`src/rtl/alu_datapath.sv`:
```
// Single-cycle ALU with ALU-control decode and PC/branch-target adders; every output is registered, 1-cycle latency.
// No back-pressure: each in_valid cycle is captured; idle cycles hold data and drop out_valid.
module alu_datapath #(
  parameter logic [31:0] PC_STEP = 32'd4
) (
  input  logic        clk,
  input  logic        rst,
  input  logic        in_valid,
  input  logic [31:0] op_a,
  input  logic [31:0] op_b,
  input  logic [1:0]  aluop,
  input  logic [3:0]  funct,
  input  logic [31:0] pc,
  input  logic [31:0] offset,
  output logic        out_valid,
  output logic [31:0] result,
  output logic        zero,
  output logic [2:0]  gctl,
  output logic [31:0] pc_next,
  output logic [31:0] br_target
);

  logic [2:0]  w_gctl;
  logic [31:0] w_result;
  logic [31:0] w_pc_next;
  logic [31:0] w_br_target;

  logic        r_out_valid;
  logic [31:0] r_result;
  logic        r_zero;
  logic [2:0]  r_gctl;
  logic [31:0] r_pc_next;
  logic [31:0] r_br_target;

  always_comb begin
    w_gctl = 3'b010;
    if (aluop == 2'b01) begin
      w_gctl = 3'b110;
    end else if (aluop[1]) begin
      unique case (funct)
        4'b0010: w_gctl = 3'b110;
        4'b0100: w_gctl = 3'b000;
        4'b0101: w_gctl = 3'b001;
        4'b1010: w_gctl = 3'b111;
        4'b0110: w_gctl = 3'b011;
        4'b0111: w_gctl = 3'b100;
        default: w_gctl = 3'b010;
      endcase
    end
  end

  // slt uses a true signed compare, so an overflowing A-B cannot flip the answer
  always_comb begin
    w_result = 32'd0;
    unique case (w_gctl)
      3'b000:  w_result = op_a & op_b;
      3'b001:  w_result = op_a | op_b;
      3'b010:  w_result = op_a + op_b;
      3'b110:  w_result = op_a - op_b;
      3'b111:  w_result = ($signed(op_a) < $signed(op_b)) ? 32'd1 : 32'd0;
      3'b011:  w_result = op_a << op_b[4:0];
      3'b100:  w_result = op_a >> op_b[4:0];
      default: w_result = 32'd0;
    endcase
  end

  assign w_pc_next   = pc + PC_STEP;
  assign w_br_target = w_pc_next + {offset[29:0], 2'b00};

  always_ff @(posedge clk) begin
    if (rst) begin
      r_out_valid <= 1'b0;
      r_result    <= 32'd0;
      r_zero      <= 1'b0;
      r_gctl      <= 3'd0;
      r_pc_next   <= 32'd0;
      r_br_target <= 32'd0;
    end else begin
      r_out_valid <= in_valid;
      if (in_valid) begin
        r_result    <= w_result;
        r_zero      <= (w_result == 32'd0);
        r_gctl      <= w_gctl;
        r_pc_next   <= w_pc_next;
        r_br_target <= w_br_target;
      end
    end
  end

  assign out_valid = r_out_valid;
  assign result    = r_result;
  assign zero      = r_zero;
  assign gctl      = r_gctl;
  assign pc_next   = r_pc_next;
  assign br_target = r_br_target;

endmodule

```
`config.mk`:
```
export PLATFORM = sky130hd
export DESIGN_NAME = alu_datapath
export DESIGN_NICKNAME = d
export VERILOG_FILES = /design/src/rtl/alu_datapath.sv
export SDC_FILE = /design/constraint.sdc
export NUM_CORES = 1
export LEC_CHECK = 0
export BUFFER_PORTS_ARGS = -buffer_cell sky130_fd_sc_hd__buf_2
export CORE_ASPECT_RATIO = 1.1
export CORE_UTILIZATION = 40
export CTS_CLUSTER_SIZE = 16
export DETAILED_ROUTE_END_ITERATION = 8
export PLACE_DENSITY = 0.64
export SKIP_LAST_GASP = 1
export SYNTH_ARGS = -nofsm -noshare
export SYNTH_HDL_FRONTEND = slang
export SYNTH_SLANG_ARGS = --single-unit
```
`constraint.sdc`:
```
create_clock -name clk -period 12.77 [get_ports clk]
set_clock_uncertainty 0.2 [all_clocks]
set_input_delay 1.277 -clock clk [delete_from_list [all_inputs] [get_ports clk]]
set_output_delay 1.277 -clock clk [all_outputs]
set_load 0.02 [all_outputs]
```
==> results by group, run 1 <==
Final layout
  – Final net count: 2369
  – Final std cells w/o fill: 2588
  – Fraction of layout cells with a size suffix above 1: 18.5%
  – Area Growth Syn to Fin: 11.5%

GRT
  – Initial antenna violation count: 6
  – Largest net degree at the start of global routing: 73
  – Number of global-route vias before repair: 15.5k
  – First-pass GRT wire length: 98100 µm
  – Total GRT Usage: 34.9%
  – Gr busiest metal: met2
  – Grt met2 use: 54.7%
  – Overflow after GRT: 0
  – Met1 Resource Use GR: 44.1%
  – Met3 usage: 6.38%

Clock tree
  – TritonCTS Buffers: 9
  – Post-cts sizing count: 0
  – Root buf cell: clkbuf_16
  – Post-CTS Setup Bufs: 0
  – Htree depth: 3
  – Clk sinks: 99
  – Clk Latency, worst-skew pair: 0.37 ns
  – CTS tree: done
  – Clk buf depth: 2
  – Clock slew at reported path FFs: 0.07 ns
  – Hold_buf cts: 0

Setup path
  – Crit path buf inv count: 3
  – Worst Setup Start Kind: primary input
  – Worst reg2reg setup slack: 11.76 ns
  – Slowest-stage cell, CP: a2111oi_0
  – CP peak stage delay: 0.97 ns
  – WP data required: 12.87 ns
  – Arrival time worst endpoint: 6.43 ns
  – CP cell instances: buf_2 > inv_1 > buf_4 > ha_1 > nor2_1 > o221ai_1 > a21boi_1 > a21oi_1 > a2111oi_0 > nor3_1 > a211oi_1 > o21ai_0 > nor4b_1 > nand4_1 > o21ai_1
  – Delay-heaviest family, CP: compound AO/OA/AOI/OAI gates
  – Crit. End Element: flip-flop
  – WP depth: 15
  – RR Endpoint: result[24]
  – Setup Crit Path Kind: in2reg
  – R2r startpoint: result[24]
  – Max FO, Critical Path: 35
  – R2R depth: 2

Yosys
  – Post-synthesis cell area: 14700 µm²
  – Post-Syn Instances: 1964
  – Synth Flop Type: dfxtp_1
  – FF+latch count, synth: 99
  – Synthesized area per cell: 7.50 µm²
  – Synth Warn #: 0
  – Synth top area cells: dfxtp_1, ha_1, mux2i_1
  – Top cell type's share of synthesized area: 13.5%
  – Commonest cells in the synthesized netlist: nor2_1, nand2_1, ha_1
  – Seq/Total Area, Yosys: 13.5%
  – Post-synth top area cell: dfxtp_1
  – Fraction of synthesis flops using an asynchronous set or reset pin: 0%
  – Syn nets: 2238
  – Post-synth EDFFs: 0
  – Most common cell in the netlist: nor2_1
  – Distinct cells, synth: 96

Floorplan
  – CORE AREA: 36200 µm²
  – Die Area: 37600 µm²
  – Chip width: 185 µm
  – Cell row count: 73
  – IO Pins: 238
  – Die height: 203 µm
  – Initial Util: 40.7%

Placed design
  – Placed insts: 2571
  – IO buf count: 235
  – GP Congestion: 1.14
  – Hpwl dp: 52700 µm

Flow run
  – Max_cap viols: 0

STA
  – Period utilization: 49.6%
  – Max-Slew Margin vs Limit: 24.2%
  – Fmax: 158 MHz
  – Slew @ Worst Pin: 1.13 ns
  – Hold slack final: 0.251 ns
  – Final hold violations: 0
  – Final setup fails: 0
  – Fin crit period: 6.33 ns
  – Setup TNS: 0 ns
  – RSZ-0062 raised after global routing: no
  – Slew Viols, Final: 0

Route
  – Final ANT Viol Nets: 0
  – Via Count: 16.7k
  – DR vias/cell: 6.44
  – Detailed Routing Iterations Pass 1: 6
  – Drt wl/cell: 26.0 µm
  – Final WL: 67300 µm
  – 1st-iter DRT viols: 1805
  – # DRC: 0

Pwr
  – PwrDens: 83.0 nW/µm²
  – Worst VDD drop: 99.4 µV
  – Final Power: 1.36 mW
  – Leak: 7.36 nW

Outcome
  – Outcome: finished, final reports clean

Hold path
  – Hold Path Class: reg2reg
  – Hold Crit Endpoint: br_target[29]
  – Min-Delay Startpoint: br_target[29]
  – WHS Path Cells: 2
==> through the flow <==
stage | setup WS [ns] | utilization (%) | cell area [µm²]
floorplan | 7.31 | - | 14700
global placement | 6.31 | 44.5 | 16100
detailed placement | 6.26 | 44.5 | 16100
CTS | 6.65 | 45.4 | 16400
global route | 6.28 | 45.4 | 16400
finish | 6.44 | 45.4 | 16400
==> logic make-up (layout without fill, tap and decap cells) <==
| family | count (synthesis) | after routing | synth area share (%) |
|---|---|---|---|
| XOR/XNOR | 62 | 62 | 3.69 |
| AO/OA/AOI/OAI | 589 | 589 | 27.6 |
| multiplexers | 171 | 171 | 15.4 |
| flip-flops | 99 | 99 | 13.5 |
| adder cells (fa/ha/maj) | 137 | 137 | 11.8 |
| other | 0 | 1 | 0 |
| AND/OR/NAND/NOR | 662 | 662 | 21.2 |
| buffers and inverters | 244 | 380 | 6.90 |
==> layout make-up <==
class | instances | area, µm²
fillers | 3803 | 19800
diodes | 1 | 2.50
well taps | 487 | 609
flip-flops and latches | 99 | 1980
repair buffers | 257 | 1350
multi-input cells | 1621 | 11800
inverters | 107 | 402
clock inverters | 6 | 81.3
clock buffers | 10 | 239
==> where the power goes <==
part           internal (mW)  leakage [nW]  switching (mW)
registers              0.336         0.819          0.0143
logic                  0.252          6.38           0.466
clock network          0.161         0.157           0.133
==> how the worst max path moves through the flow <==
stage | from | endpoint | slack (ns)
floorplan | op_b[2] | zero | 7.31
global route | op_b[2] | zero | 6.28
detailed placement | op_b[2] | zero | 6.26
CTS | op_b[2] | zero | 6.65
global placement | op_b[2] | zero | 6.31
finish | op_b[2] | zero | 6.44
==> layout by cell type (no fill, tap or decap), drive strengths merged, types with 21 or more instances in the layout <==
cell,n
a211oi,58
a21o,30
a21oi,126
a31oi,28
buf,257
dfxtp,99
ha,134
inv,107
mux2,35
mux2i,96
mux4,40
nand2,157
nand2b,21
nand3,55
nor2,235
nor2b,29
nor3,47
o211ai,34
o21ai,105
o221ai,23
o22ai,21
xnor2,41
xor2,21
==> sequential cells by signal, summed over array words and instances, names as in the netlist <==
signal and flops:
out_valid 1, br_target 30, pc_next 32, result 32, gctl 3, zero 1
==> per-layer routing <==
metal  share of wire, %  routed length (µm)
met3                9.8                6590
met1                 39               26600
met5              0.040                  27
met4                6.5                4370
met2                 44               29800
==> worst reg2reg max path: stages (launching register included) <==
cell and delay [ns]:
dfxtp_1 0.31, or2_2 0.27, o211a_1 0.13
Note: power is estimated with default switching activity, not from simulation.
==> run 2, diff against run 1 <==
clock period = 6.6 ns   (was 12.77 ns; I/O delays follow)
==> results by group, run 2 (synthesis gave the netlist of run 1 again) <==
Final layout
  – Final net count: 2383 (+0.59%)
  – Area Growth Syn to Fin: 12.1%
  – Final std cells w/o fill: 2604 (+0.62%)
  – Highest-count cells in the layout ignoring fill and taps: nor2_1, buf_2, nand2_1
  – Commonest non-fill, non-tap cell in the layout: nor2_1
  – Fraction of layout cells with a size suffix above 1: 19.1% (+0.54 points)
  – Fill cells: 3746 (-1.5%)
  – Multi-input gate area: 11800 µm² (about the same)
  – Register area: 1980 µm² (unchanged)

Pwr
  – Flop pwr share: 25.9% (+0.2 points)
  – Worst VDD drop: 123 µV (+24%)
  – Leak: 7.41 nW (+0.70%)
  – PwrDens: 159 nW/µm² (+91%)
  – Switching part of the total: 46.2% (+1.2 points)
  – Int Power: 1.41 mW (+88%)
  – Comb power frac: 53.7% (+1.0 points)
  – Psw: 1.21 mW (+97%)
  – Clock power frac: 20.4% (-1.2 points)

Route
  – Via Count: 16.6k (-0.13%)
  – # DRC: 0 (unchanged)
  – DR vias/cell: 6.39 (-0.74%)
  – Detailed Routing Iterations Pass 1: 8 (+2)
  – Final WL: 68600 µm (+1.8%)
  – Final ANT Viol Nets: 0 (unchanged)
  – Drt wl/cell: 26.3 µm (+1.2%)
  – 1st-iter DRT viols: 1848 (+2.4%)

Floorplan
  – Chip width: 185 µm (unchanged)
  – Die Area: 37600 µm² (unchanged)
  – CORE AREA: 36200 µm² (unchanged)
  – IO Pins: 238 (unchanged)
  – Die height: 203 µm (unchanged)
  – Initial Util: 40.7% (unchanged)
  – Cell row count: 73 (unchanged)

Placed design
  – Placed insts: 2585 (+0.54%)
  – Hpwl dp: 54400 µm (+3.2%)
  – IO buf count: 235 (unchanged)
  – GP Congestion: 1.11 (-2.1%)

Setup path
  – Arrival time worst endpoint: 4.96 ns (-1.47 ns)
  – R2R depth: 2 (unchanged)
  – Delay-heaviest family, CP: simple AND/OR/NAND/NOR gates
  – Worst Setup Start Kind: primary input
  – Max FO, Critical Path: 59 (+69%)
  – Setup Crit Path Kind: in2reg
  – Slowest-stage cell, CP: nor4_1
  – Crit. End Element: flip-flop
  – WP data required: 6.71 ns (-6.16 ns)
  – CP cell instances: buf_4 > buf_12 > mux4_2 > mux2i_1 > nor2_1 > nor4_1 > o311ai_0 > a32oi_1 > o21ai_0 > nor4b_1 > nand4_1 > o21ai_1
  – WP depth: 12 (-3)
  – Crit path buf inv count: 2 (-1)
  – CP peak stage delay: 0.74 ns (-0.23 ns)

STA
  – Final setup fails: 0 (unchanged)
  – Slew @ Worst Pin: 1.14 ns (+0.00597 ns)
  – RSZ-0062 raised after global routing: no
  – Final hold violations: 0 (unchanged)
  – Max-Slew Margin vs Limit: 23.8% (-0.40 points)
  – Fin crit period: 4.86 ns
  – Setup TNS: 0 ns (unchanged)
  – Fmax: 206 MHz
  – Slew Viols, Final: 0 (unchanged)
  – Period utilization: 73.6%

GRT
  – Initial antenna violation count: 3 (-3)
  – Total GRT Usage: 35.8% (+0.93 points)
  – Overflow after GRT: 0 (unchanged)
  – First-pass GRT wire length: 100000 µm (+2.2%)
  – Number of global-route vias before repair: 15.9k (+2.5%)
  – Largest net degree at the start of global routing: 61 (-16%)

Clock tree
  – Htree depth: 3 (unchanged)
  – Post-CTS Setup Bufs: 0 (unchanged)
  – Clock slew at reported path FFs: 0.07 ns (about the same)
  – Clk buf depth: 2 (unchanged)
  – Clk sinks: 99 (unchanged)
  – CTS tree: done
  – Post-cts sizing count: 0 (unchanged)
  – Hold_buf cts: 0 (unchanged)
  – Clk Latency, worst-skew pair: 0.37 ns (about the same)
  – TritonCTS Buffers: 9 (unchanged)
  – Root buf cell: clkbuf_16

Outcome
  – Outcome: finished, final reports clean

Hold path
  – Hold Path Class: reg2reg
  – WHS Path Cells: 2 (unchanged)

Flow run
  – Max_cap viols: 0 (unchanged)
[run 2: cell types whose count changed in the layout (fill, tap and decap cells not counted), moves of 2 or more]
cell	previous run	this run
buf_4	25	38
clkinvlp_4	0	2
diode_2	1	3
inv_6	3	1
[run 2: tightest hold or removal path: stages, from the launching register on]
cell and delay, ns:
dfxtp_1 0.33, nand2_1 0.05, o31ai_1 0.05
[run 2: power groups by stage]
stage / Sequential (mW) / Clock [mW] / Combinational, mW
global route: 0.683 / 0.562 / 1.49
detailed placement: 0.692 / 0 / 1.36
finish: 0.678 / 0.534 / 1.41
CTS: 0.678 / 0.542 / 1.36
floorplan: 0.755 / 0 / 0.819
global placement: 0.689 / 0 / 1.36
[run 2: final cells by class]
cell class / count / share of cell area (%)
Antenna cell: 3 / 0.0455
Clock buffer: 10 / 1.39
Clock inverter: 6 / 0.364
Inverter: 107 / 2.43
Multi-Input combinational cell: 1621 / 71.2
Sequential cell: 99 / 12.0
Tap cell: 487 / 3.69
Timing Repair Buffer: 271 / 8.88
[run 2: metrics by stage]
step | power, mW | worst slack (ns) | area (µm²) | utilization (%) | hold WS (ns)
final | 2.62 | 1.74 | 16500 | 45.7 | 0.253
after global routing | 2.74 | 1.52 | 16500 | 45.6 | 0.272
after CTS | 2.58 | 1.95 | 16500 | 45.6 | 0.253
after detailed placement | 2.05 | 1.57 | 16200 | 44.8 | 0.236
after global placement | 2.04 | 1.66 | 16200 | 44.8 | 0.232
after floorplan | 1.57 | 1.75 | 14700 | - | 0.322
[run 2: worst paths after layout]
path	end	slack, ns	startpoint
min	br_target[26]	0.25	br_target[26]
max	zero	1.74	op_b[0]
min reg2reg	br_target[26]	0.25	br_target[26]
max reg2reg	result[28]	5.57	result[28]
[run 2: layer usage]
metal  track usage (%)  routed length, µm  vias up
li1                  -                  -     7580
met1              44.4              26900     7835
met2              55.6              29700     1022
met3              7.02               6890      211
met4              24.8               5080        0
met5                 0                  0        -
